**config.mk**
```make
export PLATFORM = sky130hd
export DESIGN_NAME = dbg_uart_streamer
export DESIGN_NICKNAME = d
export VERILOG_FILES = /design/src/rtl/dbg_pkg.sv /design/src/rtl/dbg_period_timer.sv /design/src/rtl/dbg_uart_streamer.sv
export SDC_FILE = /design/constraint.sdc
export NUM_CORES = 1
export LEC_CHECK = 0
export ABC_CLOCK_PERIOD_IN_PS = 8800
export CAP_MARGIN = 0
export CELL_PAD_IN_SITES_DETAIL_PLACEMENT = 1
export CELL_PAD_IN_SITES_GLOBAL_PLACEMENT = 1
export CORE_MARGIN = 4
export CORE_UTILIZATION = 44
export CTS_CLUSTER_SIZE = 8
export DETAILED_ROUTE_END_ITERATION = 8
export GPL_TIMING_DRIVEN = 0
export PLACE_DENSITY_LB_ADDON = 0.25
export SYNTH_ARGS = -nofsm -noshare
export SYNTH_HDL_FRONTEND = slang
export SYNTH_SLANG_ARGS = --single-unit
```
**constraint.sdc**
```tcl
create_clock -name clk -period 8.8 [get_ports clk]
set_input_delay 1.76 -clock clk [delete_from_list [all_inputs] [get_ports clk]]
set_output_delay 1.76 -clock clk [all_outputs]
set_load 0.02 [all_outputs]
```
**src/rtl/dbg_pkg.sv**
```systemverilog
// Shared types and sizing helpers for the debug telemetry streamer.
// Frame layout: SYNC, seq, channel bytes, checksum.
package dbg_pkg;

    typedef enum logic [2:0] {
        S_IDLE,
        S_SEND,
        S_GUARD,
        S_WAIT,
        S_DONE
    } state_t;

    localparam logic [7:0] DEF_SYNC = 8'hA5;

    function automatic int bytes_of(input int w);
        return (w + 7) / 8;
    endfunction

    function automatic int frame_len(input int n, input int w);
        return 3 + n * bytes_of(w);
    endfunction

endpackage

```
**src/rtl/dbg_period_timer.sv**
```systemverilog
// Free-running frame timer: one-cycle tick every PERIOD cycles.
// Held at zero while disabled; PERIOD=0 removes the timer entirely.
module dbg_period_timer #(
    parameter int PERIOD = 10000
) (
    input  logic clk,
    input  logic rst,
    input  logic enable,
    output logic tick
);

    generate
        if (PERIOD == 0) begin : g_off
            assign tick = 1'b0;
        end else begin : g_on
            localparam int CW = (PERIOD > 1) ? $clog2(PERIOD) : 1;
            localparam logic [CW-1:0] TOP = CW'(PERIOD - 1);

            logic [CW-1:0] cnt;

            assign tick = enable && (cnt == TOP);

            always_ff @(posedge clk) begin
                if (rst || !enable) begin
                    cnt <= '0;
                end else if (cnt == TOP) begin
                    cnt <= '0;
                end else begin
                    cnt <= cnt + CW'(1);
                end
            end
        end
    endgenerate

endmodule

```
**src/rtl/dbg_uart_streamer.sv**
```systemverilog
// Snapshots N_CH channels and streams them as a checksummed frame
// into the uart_tx byte interface, one byte per busy-free slot.
module dbg_uart_streamer
    import dbg_pkg::*;
#(
    parameter int         N_CH      = 2,
    parameter int         WORD_W    = 32,
    parameter int         PERIOD    = 10000,
    parameter bit         MSB_FIRST = 1'b0,
    parameter logic [7:0] SYNC      = DEF_SYNC
) (
    input  logic                   clk,
    input  logic                   rst,
    input  logic                   enable,
    input  logic                   trigger,
    input  logic [N_CH*WORD_W-1:0] ch_data,
    input  logic                   tx_busy,
    output logic                   tx_en,
    output logic [7:0]             tx_data,
    output logic                   active,
    output logic                   frame_done,
    output logic                   overrun,
    output logic [7:0]             seq
);

    localparam int BYTES = bytes_of(WORD_W);
    localparam int NB    = N_CH * BYTES;
    localparam int FLEN  = frame_len(N_CH, WORD_W);
    localparam int IW    = $clog2(FLEN);
    localparam logic [IW-1:0] LAST = IW'(FLEN - 1);

    state_t            state;
    state_t            state_n;
    logic [IW-1:0]     idx;
    logic [7:0]        acc;
    logic [7:0]        cur;
    logic [7:0]        snap   [NB];
    logic [7:0]        snap_n [NB];
    logic [BYTES*8-1:0] pad_w;
    logic              tick;
    logic              req;

    dbg_period_timer #(
        .PERIOD(PERIOD)
    ) u_timer (
        .clk   (clk),
        .rst   (rst),
        .enable(enable),
        .tick  (tick)
    );

    assign req    = tick | (trigger & enable);
    assign active = (state != S_IDLE);

    // Snapshot stored already in wire order, pad bits zeroed.
    always_comb begin
        pad_w = '0;
        for (int i = 0; i < NB; i++) snap_n[i] = '0;
        for (int c = 0; c < N_CH; c++) begin
            pad_w = '0;
            pad_w[WORD_W-1:0] = ch_data[c*WORD_W +: WORD_W];
            for (int b = 0; b < BYTES; b++) begin
                snap_n[c*BYTES+b] = MSB_FIRST ?
                    pad_w[(BYTES-1-b)*8 +: 8] : pad_w[b*8 +: 8];
            end
        end
    end

    always_comb begin
        cur = '0;
        unique case (1'b1)
            (idx == '0):     cur = SYNC;
            (idx == IW'(1)): cur = seq;
            (idx == LAST):   cur = 8'h00 - acc;
            default: begin
                for (int k = 0; k < NB; k++) begin
                    if (idx == IW'(k + 2)) cur = snap[k];
                end
            end
        endcase
    end

    always_comb begin
        state_n    = state;
        tx_en      = 1'b0;
        tx_data    = '0;
        frame_done = 1'b0;
        unique case (state)
            S_IDLE:  if (req) state_n = S_SEND;
            S_SEND: begin
                if (!tx_busy) begin
                    tx_en   = 1'b1;
                    tx_data = cur;
                    state_n = S_GUARD;
                end
            end
            S_GUARD: state_n = S_WAIT;
            S_WAIT: begin
                if (!tx_busy) state_n = (idx == LAST) ? S_DONE : S_SEND;
            end
            S_DONE: begin
                frame_done = 1'b1;
                state_n    = S_IDLE;
            end
            default: state_n = S_IDLE;
        endcase
    end

    always_ff @(posedge clk) begin
        if (rst) begin
            state   <= S_IDLE;
            idx     <= '0;
            acc     <= '0;
            seq     <= '0;
            overrun <= 1'b0;
        end else begin
            state <= state_n;
            if (state == S_IDLE && req) begin
                idx <= '0;
                acc <= '0;
            end
            if (active && req) overrun <= 1'b1;
            // SYNC stays out of the checksum.
            if (tx_en && idx != '0) acc <= acc + cur;
            if (state == S_WAIT && !tx_busy && idx != LAST) begin
                idx <= idx + IW'(1);
            end
            if (state == S_DONE) seq <= seq + 8'd1;
        end
    end

    always_ff @(posedge clk) begin
        if (state == S_IDLE && req) snap <= snap_n;
    end

endmodule

```
==> run metrics <==
Yosys cell types 63; Syn. warnings 0; Post-Route WL ~14 mm; Post-DRT Antenna Nets 0; Post-CTS Resized 0; Final Setup Violations 0; outcome complete, no violations; Initial Utilization 45.0%; drt wl/cell approximately 19 um; met1 usage 28.2%; number of synthesized flops with an enable pin 64; Remaining DRCs 0; Worst EP required around 7.0 ns; Via Count slightly below 4000; cell area after synthesis ~4900 um2; CP Class in2out; crit path DAT roughly 3.9 ns; vias in the first global route around 4200; FF-to-FF setup slack between 4 and 5 ns; most frequent CP cell clkdlybuf4s50_1; Global Route Usage Sum between 20% and 30%; Worst Setup Start Kind input pin; share of the synthesized area in the top cell type around two fifths; Iter 0 DRT Violations between 200 and 250; hold slack roughly 0.46 ns; WP depth 6; GPL Wtd Cong around 0.84; setup TNS 0 ns; largest net degree at the start of global routing between 60 and 70; Yosys reg bits approximately 100; leading register cell type out of synthesis edfxtp_1; Synth area leader edfxtp_1; max-slew violations 0; HP Class reg2reg; Max Cap Viol 0; fmax approximately 0.18 GHz; Worst-path clk slew ~0.10 ns; CP endpoint tx_data[5]; CP max stage cell clkdlybuf4s50_1; met2 Resource Use GR between 30% and 40%; part of the cycle the worst path needs between 60% and 70%; Core ar. ~11000 um2; chip width ~110 um; Pleak around 2.1 nW; Sink Count a little over 100; post-layout min period ~5.6 ns; Overall Power a little over 900 uW; DIE AREA 12900 um2; clk_lat worst skew a little under 0.4 ns; CTS tree yes; fin worst setup slack between 3 and 4 ns; Slew HR ~25%; final instance area a little over 6000 um2; Placed Area between 5000 and 6000 um2; hold_buf cts 0; Area Overhead vs Synth 25.5%; commonest non-fill, non-tap cell in the layout clkdlybuf4s50_1; filler cell count 1189; CTS H-Tree Depth 3; Synth async-reset ratio 0%; RR Startpoint idx[0]$_SDFFE_PP0P_; port bufs 87; Synth area leaders edfxtp_1 (39%), dfxtp_1 (16%), nor2_1 (3.7%); row count 38; pre-CTS setup slack roughly 3.2 ns; worst-path cell chain clkdlybuf4s50_1 -> nor3b_2 -> nand2b_1 -> inv_1 -> o2111a_1 -> clkdlybuf4s50_1; max incr delay on CP 0.60 ns; vias per cell 5.63; critical path's top delay family buffers and inverters; Buf/Inv on CP 3; grt peak-use layer met2; initial antenna violation count 0; first-pass GRT wire length ~22 mm; Critical R2R Capture acc[7]$_SDFFE_PP0P_; n_diodes 0; CP Max Fanout 9; nets roughly 640; I/O Pins between 80 and 90; VDD IR max 0.115 mV; most frequent cells in the layout clkdlybuf4s50_1 (87), edfxtp_1 (64), nor2_1 (48), dfxtp_1 (38), nand2_1 (29); syn nets around 540; final hold violation count 0; gr ovfl total 0; Final Instance Count excl. Fillers about 700; crit end category primary output; Syn Inst Count 459; die height 114 um; M3 GR Usage under 10%; clk root buf clkbuf_8; worst r2r path cells 16; Post-Syn Area per Cell between 10 and 15 um2; skew final 0.0103 ns; post-layout util 56.5%; HPWL Detailed 10.3 mm; post-CTS setup buffers 0; Worst Setup SP tx_busy; RSZ-0062 raised after global routing false; clk buf depth 2; CTS Buf Count 9; share of cells above drive strength 1 between 6 and 7%; sequential share of the synthesized area a little over half; number of cells after detailed placement approximately 690; Pre-Repair DR Iteration Count 4; power per cell area roughly 150 nW/um2; worst slew pin tran between 1 and 1.5 ns
-- Yosys cell counts, types with 3 or more instances --
cell and number:
edfxtp_1 64, nor2_1 48, dfxtp_1 38, nand2_1 29, a21oi_1 25, o21ai_0 24, nor3_1 16, nand3_1 15
clkbuf_1 14, ha_1 14, inv_1 14, nor2b_1 14, xnor2_1 13, xor2_1 13, a31oi_1 12, nand3b_1 9
a221oi_1 7, and3_1 7, buf_2 7, and2_1 6, nor3b_1 5, nand4_1 4, a311oi_1 3, nor4b_1 3
o211a_1 3, o21a_1 3, o22ai_1 3
-- power by group --
group / switching, mW / internal, mW / leakage [nW]
Sequential: 0.00598 / 0.529 / 0.900
Combinational: 0.0344 / 0.0403 / 1.11
Clock: 0.183 / 0.136 / 0.104
Total: 0.223 / 0.705 / 2.12
-- cells by family after synthesis --
kind of cell    count (synthesis)  share of synthesized area, %
simple gates                  176                          19.3
flops                         102                          54.8
compound gates                 98                          13.1
buf+inv                        39                          3.55
xor+xnor                       26                          4.65
fa+ha+maj                      15                          3.99
mux                             3                         0.639
-- state kept, by name (all words and copies together) (netlist names) --
signal,cells
acc,8
u_timer.g_on.cnt,14
idx,4
state,3
seq,8
overrun,1
snap,64
-- how the worst min path moves through the flow --
stage                                         startpoint                             end  slack (ns)  cells after the start
after floorplan           u_timer.g_on.cnt[0]$_SDFF_PP0_  u_timer.g_on.cnt[0]$_SDFF_PP0_        0.41                      1
after global placement    u_timer.g_on.cnt[0]$_SDFF_PP0_  u_timer.g_on.cnt[0]$_SDFF_PP0_        0.43                      1
after detailed placement  u_timer.g_on.cnt[0]$_SDFF_PP0_  u_timer.g_on.cnt[0]$_SDFF_PP0_        0.46                      1
after CTS                 u_timer.g_on.cnt[0]$_SDFF_PP0_  u_timer.g_on.cnt[0]$_SDFF_PP0_        0.47                      1
after global routing      u_timer.g_on.cnt[0]$_SDFF_PP0_  u_timer.g_on.cnt[0]$_SDFF_PP0_        0.49                      1
final                     u_timer.g_on.cnt[0]$_SDFF_PP0_  u_timer.g_on.cnt[0]$_SDFF_PP0_        0.46                      1
-- worst reg2reg max path, cell delays in order, from the launching register on --
cell	delay (ns)
dfxtp_1	0.38
inv_1	0.11
ha_1	0.20
buf_2	0.23
clkbuf_1	0.38
a221oi_1	0.10
o311ai_0	0.31
o21ai_0	0.16
o32a_1	0.45
inv_1	0.09
ha_1	0.22
a21o_1	0.20
a211o_1	0.32
a2111oi_1	0.49
nor4_1	0.13
mux2i_1	0.18
mux2_2	0.34
-- cell type report --
cell class | instances | area, um2 | share of cell area [%]
Buffer | 24 | 116 | 1.89
Clock buffer | 9 | 124 | 2.02
Clock inverter | 7 | 80.1 | 1.30
Inverter | 15 | 57.6 | 0.936
Multi-Input combinational cell | 318 | 2040 | 33.2
Sequential cell | 102 | 2680 | 43.6
Tap cell | 140 | 175 | 2.85
Timing Repair Buffer | 87 | 871 | 14.2
-- layer usage --
layer,vias to the layer above,share of wire [%]
met5,-,0
met4,0,1.5
met3,15,4.8
met2,94,50
met1,1968,44
li1,1878,-
Power figures use the tool's default switching activity.
